<file path="src/rtl/countdown_mmss_if.sv">
// Control and data bundle between the button front end, the countdown core and the display driver.
interface countdown_mmss_if;
    logic       decrease;
    logic       start_stop;
    logic       load;
    logic [3:0] set_min1;
    logic [3:0] set_min0;
    logic [3:0] set_sec1;
    logic [3:0] set_sec0;
    logic [3:0] min1;
    logic [3:0] min0;
    logic [3:0] sec1;
    logic [3:0] sec0;
    logic       running;
    logic       expired;
    logic       done;

    modport master (
        output decrease, start_stop, load,
        output set_min1, set_min0, set_sec1, set_sec0,
        input  min1, min0, sec1, sec0, running, expired, done
    );

    modport slave (
        input  decrease, start_stop, load,
        input  set_min1, set_min0, set_sec1, set_sec0,
        output min1, min0, sec1, sec0, running, expired, done
    );
endinterface

</file>
<file path="src/rtl/countdown_mmss.sv">
// Four-digit BCD MM:SS countdown with load clamping, run/pause control and expiry pulse.
//
// state | meaning
// IDLE  | stopped, digits loadable, start needs nonzero digits
// RUN   | counting down on each decrease tick
// PAUSE | stopped mid-count, digits hold
// DONE  | reached 00:00, expired high until start_stop or load
module countdown_mmss (
    input logic             clk_out,
    input logic             rst_n,
    countdown_mmss_if.slave bus
);
    typedef enum logic [1:0] {IDLE, RUN, PAUSE, DONE} state_t;

    state_t     state_q, state_d;
    logic [3:0] m1_q, m0_q, s1_q, s0_q;
    logic [3:0] m1_d, m0_d, s1_d, s0_d;
    logic [3:0] m1_dec, m0_dec, s1_dec, s0_dec;
    logic [3:0] m1_ld, m0_ld, s1_ld, s0_ld;
    logic       done_q, done_d;
    logic       is_zero, dec_zero;
    logic       do_load, do_dec;

    // Borrow ripples upward only while the lower digit is wrapping.
    always_comb begin
        s0_dec = s0_q - 4'd1;
        s1_dec = s1_q;
        m0_dec = m0_q;
        m1_dec = m1_q;
        if (s0_q == 4'd0) begin
            s0_dec = 4'd9;
            s1_dec = s1_q - 4'd1;
            if (s1_q == 4'd0) begin
                s1_dec = 4'd5;
                m0_dec = m0_q - 4'd1;
                if (m0_q == 4'd0) begin
                    m0_dec = 4'd9;
                    m1_dec = m1_q - 4'd1;
                end
            end
        end
    end

    assign m1_ld = (bus.set_min1 > 4'd9) ? 4'd9 : bus.set_min1;
    assign m0_ld = (bus.set_min0 > 4'd9) ? 4'd9 : bus.set_min0;
    assign s1_ld = (bus.set_sec1 > 4'd5) ? 4'd5 : bus.set_sec1;
    assign s0_ld = (bus.set_sec0 > 4'd9) ? 4'd9 : bus.set_sec0;

    assign is_zero  = ({m1_q, m0_q, s1_q, s0_q} == 16'h0000);
    assign dec_zero = ({m1_dec, m0_dec, s1_dec, s0_dec} == 16'h0000);

    always_comb begin
        state_d = state_q;
        do_load = 1'b0;
        do_dec  = 1'b0;
        done_d  = 1'b0;
        case (state_q)
            IDLE: begin
                if (bus.load)                       do_load = 1'b1;
                else if (bus.start_stop && !is_zero) state_d = RUN;
            end
            RUN: begin
                if (bus.decrease) begin
                    do_dec = 1'b1;
                    if (dec_zero) begin
                        state_d = DONE;
                        done_d  = 1'b1;
                    end else if (bus.start_stop) begin
                        state_d = PAUSE;
                    end
                end else if (bus.start_stop) begin
                    state_d = PAUSE;
                end
            end
            PAUSE: begin
                if (bus.load) begin
                    do_load = 1'b1;
                    state_d = IDLE;
                end else if (bus.start_stop) begin
                    state_d = RUN;
                end
            end
            DONE: begin
                if (bus.load) begin
                    do_load = 1'b1;
                    state_d = IDLE;
                end else if (bus.start_stop) begin
                    state_d = IDLE;
                end
            end
            default: state_d = IDLE;
        endcase
    end

    always_comb begin
        {m1_d, m0_d, s1_d, s0_d} = {m1_q, m0_q, s1_q, s0_q};
        if (do_load)     {m1_d, m0_d, s1_d, s0_d} = {m1_ld, m0_ld, s1_ld, s0_ld};
        else if (do_dec) {m1_d, m0_d, s1_d, s0_d} = {m1_dec, m0_dec, s1_dec, s0_dec};
    end

    always_ff @(posedge clk_out or negedge rst_n) begin
        if (!rst_n) begin
            state_q <= IDLE;
            m1_q    <= 4'd0;
            m0_q    <= 4'd0;
            s1_q    <= 4'd0;
            s0_q    <= 4'd0;
            done_q  <= 1'b0;
        end else begin
            state_q <= state_d;
            m1_q    <= m1_d;
            m0_q    <= m0_d;
            s1_q    <= s1_d;
            s0_q    <= s0_d;
            done_q  <= done_d;
        end
    end

    assign bus.min1    = m1_q;
    assign bus.min0    = m0_q;
    assign bus.sec1    = s1_q;
    assign bus.sec0    = s0_q;
    assign bus.running = (state_q == RUN);
    assign bus.expired = (state_q == DONE);
    assign bus.done    = done_q;
endmodule

</file>
<file path="src/flat_wrapper.sv">
// flat-port wrapper written by rule: the top's interface ports become plain ports
module countdown_mmss_flat 
  (clk_out, rst_n, bus_decrease, bus_start_stop, bus_load, bus_set_min1, bus_set_min0, bus_set_sec1, bus_set_sec0, bus_min1, bus_min0, bus_sec1, bus_sec0, bus_running, bus_expired, bus_done);
  countdown_mmss_if bus_i ();
  input logic clk_out;
  input logic rst_n;
  input wire logic [$bits(bus_i.decrease)-1:0] bus_decrease;
  input wire logic [$bits(bus_i.start_stop)-1:0] bus_start_stop;
  input wire logic [$bits(bus_i.load)-1:0] bus_load;
  input wire logic [$bits(bus_i.set_min1)-1:0] bus_set_min1;
  input wire logic [$bits(bus_i.set_min0)-1:0] bus_set_min0;
  input wire logic [$bits(bus_i.set_sec1)-1:0] bus_set_sec1;
  input wire logic [$bits(bus_i.set_sec0)-1:0] bus_set_sec0;
  output wire logic [$bits(bus_i.min1)-1:0] bus_min1;
  output wire logic [$bits(bus_i.min0)-1:0] bus_min0;
  output wire logic [$bits(bus_i.sec1)-1:0] bus_sec1;
  output wire logic [$bits(bus_i.sec0)-1:0] bus_sec0;
  output wire logic [$bits(bus_i.running)-1:0] bus_running;
  output wire logic [$bits(bus_i.expired)-1:0] bus_expired;
  output wire logic [$bits(bus_i.done)-1:0] bus_done;
  assign bus_i.decrease = bus_decrease;
  assign bus_i.start_stop = bus_start_stop;
  assign bus_i.load = bus_load;
  assign bus_i.set_min1 = bus_set_min1;
  assign bus_i.set_min0 = bus_set_min0;
  assign bus_i.set_sec1 = bus_set_sec1;
  assign bus_i.set_sec0 = bus_set_sec0;
  assign bus_min1 = bus_i.min1;
  assign bus_min0 = bus_i.min0;
  assign bus_sec1 = bus_i.sec1;
  assign bus_sec0 = bus_i.sec0;
  assign bus_running = bus_i.running;
  assign bus_expired = bus_i.expired;
  assign bus_done = bus_i.done;
  countdown_mmss u_core (.clk_out(clk_out), .rst_n(rst_n), .bus(bus_i));
endmodule
</file>
<file path="config.mk">
export PLATFORM = sky130hd
export DESIGN_NAME = countdown_mmss_flat
export DESIGN_NICKNAME = d
export VERILOG_FILES = /design/src/rtl/countdown_mmss_if.sv /design/src/rtl/countdown_mmss.sv /design/src/flat_wrapper.sv
export SDC_FILE = /design/constraint.sdc
export NUM_CORES = 1
export LEC_CHECK = 0
export ABC_CLOCK_PERIOD_IN_PS = 1900
export BUFFER_PORTS_ARGS = -buffer_cell sky130_fd_sc_hd__buf_2
export CORE_MARGIN = 2
export CORE_UTILIZATION = 45
export DETAILED_ROUTE_END_ITERATION = 6
export PLACE_DENSITY_LB_ADDON = 0.2
export SETUP_SLACK_MARGIN = 0.1
export SKIP_CTS_REPAIR_TIMING = 1
export SLEW_MARGIN = 20
export SYNTH_ARGS = -nofsm -noshare
export SYNTH_HDL_FRONTEND = slang
export SYNTH_SLANG_ARGS = --single-unit
</file>
<file path="constraint.sdc">
create_clock -name clk_out -period 1.9 [get_ports clk_out]
set_input_delay 0.38 -clock clk_out [delete_from_list [all_inputs] [get_ports clk_out]]
set_output_delay 0.38 -clock clk_out [all_outputs]
set_load 0.1 [all_outputs]
</file>
==> impl_results.md <==
- Outcome: finished, violations left
- Failing checks: setup timing
- Top delay family on crit path: simple AND/OR/NAND/NOR gates
- Ys async rst share: 100.0%
- Final setup viols: 12
- Period utilization: 107.8%
- Area grow syn2layout: 35.60%
- FF-to-FF setup slack: -150 ps
- Fill cells: 214
- Std cell rows: 18
- Die W: 55.99 um
- Routed via count: 1145
- Clk root buf: clkbuf_4
- Vias in the first global route: 1128
- Multi-input logic area: 738.2 um2
- Fin worst setup slack: -148.2 ps
- Core area: 2522 um2
- Clock buffer depth: 2
- Worst r2r path cells: 6
- Clk sinks: 19
- Crit Path Class: reg2reg
- Reg2reg start: u_core.bus.sec0[1]$_DFFE_PN0P_
- Yosys Warn Count: 0
- Crit. End Element: register
- First-pass GRT wire length: 4.857 mm
- Maximum capacitance violations: 0
- Cell count after synthesis: 129
- Total Wirelength: 2.839 mm
- DRC: 0
- Number of synthesized flops with an enable pin: 0
- PortBufs: 39
- Dominant synthesized flop cell: dfrtp_1
- Req. time, crit path: 2090 ps
- Global Route Usage Sum: 19.31%
- Yosys cell types: 44
- Initial antenna violation count: 0
- Nets: 207
- Peak Freq: 0.4882 GHz
- Die area: 3134 um2
- Max Slew Vio Count: 0
- Storage element area: 499.2 um2
- Max incr delay on CP: 570 ps
- Clock skew: 3.271 ps
- Worst-skew pair later-pin latency: 290 ps
- CP Buf/Inv Count: 1
- TritonCTS clock tree: done
- Post-synth top area cell: dfrtp_1
- Mean Syn Cell Area: 9.428 um2
- Router iterations before antenna repair: 4
- Critical-path top delay cell: or4_4
- Die height: 55.99 um
- H-tree depth: 1
- Register area share after synthesis: 39.09%
- Syn Std Cell Area: 1216 um2
- Detailed-placement wirelength estimate: 2.170 mm
- DRT iter0 DRCs: 41
- Vias per cell: 5.376
- Worst rel slew slack: 67.52%
- Worst-Margin Slew: 490.6 ps
- Count leader, synth: dfrtp_1
- Worst path arrival time: 2240 ps
- Crit start category: register
- Ratio of cells with drive above 1 in the final layout: 47.54%
- # diodes: 0
- Routed Antenna Nets: 0
- Pin count of the biggest net entering global routing: 20
- Fin crit period: 2048 ps
- Syn nets: 152
- Class of the worst hold path: in2async
- Routed wire per std cell: 13.33 um
- Clk pin slew, worst setup/hold paths: 100 ps
- Setup_tns: -1163 ps
- GRT overflow: 0
- CP Launch Point: u_core.bus.sec0[1]$_DFFE_PN0P_
- Final hold vios: 0
- Starting density of the core: 48.21%
- CP Max Fanout: 5
- Area share of the largest cell type after synthesis: 39.09%
- Critical Path, Cell by Cell: or4_4, nor4_4, buf_4, mux2_4, nand3_4, a21oi_2
- RR Endpoint: u_core.state_q[0]$_DFFE_PN0P_
- RSZ-0062 raised after global routing: true
- Ports: 40
- CTS buffer count: 3
- Top area cells in the synthesized netlist: dfrtp_1, nor4_4, a21oi_1, xnor2_1, nand3b_1
- GPL Wtd Cong: 0.7801
- Synthesized flop and latch total: 19
- Leading cell types by count after synthesis: dfrtp_1, nor2_1, a21oi_1
-- metrics by stage --
step / cell area [um2] / hold slack [ps] / setup WS [ps] / std cells / util (%)
finish: 1649 / 6.924 / -148.2 / 213 / 65.38
global route: 1649 / 27.91 / -209.5 / 213 / 65.38
CTS: 1604 / 17.06 / -234.5 / 213 / 63.59
detailed placement: 1578 / 343.8 / -217.1 / 209 / 62.55
global placement: 1578 / 345.2 / -173.7 / 209 / 62.55
floorplan: 1247 / 84.41 / -314.4 / 129 / -
-- sequential cells by signal, summed over array words and instances (netlist names) --
register,flops
u_core.bus.done,1
u_core.bus.sec0,4
u_core.state_q,2
u_core.bus.sec1,4
u_core.bus.min1,4
u_core.bus.min0,4
-- per-layer routing --
layer	global-route usage (%)	part of all wire, %	vias up
li1	-	-	580
met1	24.08	46	530
met2	32.61	48	31
met3	4.186	5.3	4
met4	7.143	0.92	0
met5	0	0	-
-- cells by family after synthesis --
kind of cell,count (synthesis),share of synthesized area (%)
xor+xnor,7,5.041
mux,5,4.732
simple gates,49,26.75
fa+ha+maj,2,2.057
buf+inv,11,3.704
compound gates,36,18.62
flops,19,39.09
-- layout by cell type, fill, tap and decap left out, drive strengths merged, types with 5 or more instances in the layout --
cell	count
nand3	5
o21ai	15
nor2	10
inv	5
nand3b	5
a21oi	9
xnor2	5
nand2	9
dfrtp	19
buf	56
-- area by class of cell --
class | count | area share [%]
multi-input combinational | 99 | 44.76
sequential | 19 | 30.27
timing repair buffer | 56 | 19.95
tap | 30 | 2.276
clock buffer | 4 | 1.593
inverter | 5 | 1.138
-- worst max path at each step --
stage / slack [ps] / depth (start not counted) / endpoint
final: -150 / 6 / u_core.state_q[0]$_DFFE_PN0P_
after global routing: -210 / 6 / u_core.state_q[0]$_DFFE_PN0P_
after CTS: -230 / 5 / u_core.bus.min0[2]$_DFFE_PN0P_
after detailed placement: -220 / 5 / u_core.bus.min0[2]$_DFFE_PN0P_
after global placement: -170 / 5 / u_core.bus.min0[2]$_DFFE_PN0P_
after floorplan: -310 / 6 / u_core.bus.min0[2]$_DFFE_PN0P_
Power is left out: the tool's default activity adds up to more than one toggle a clock period on the data nets, which glitch-free logic cannot reach.
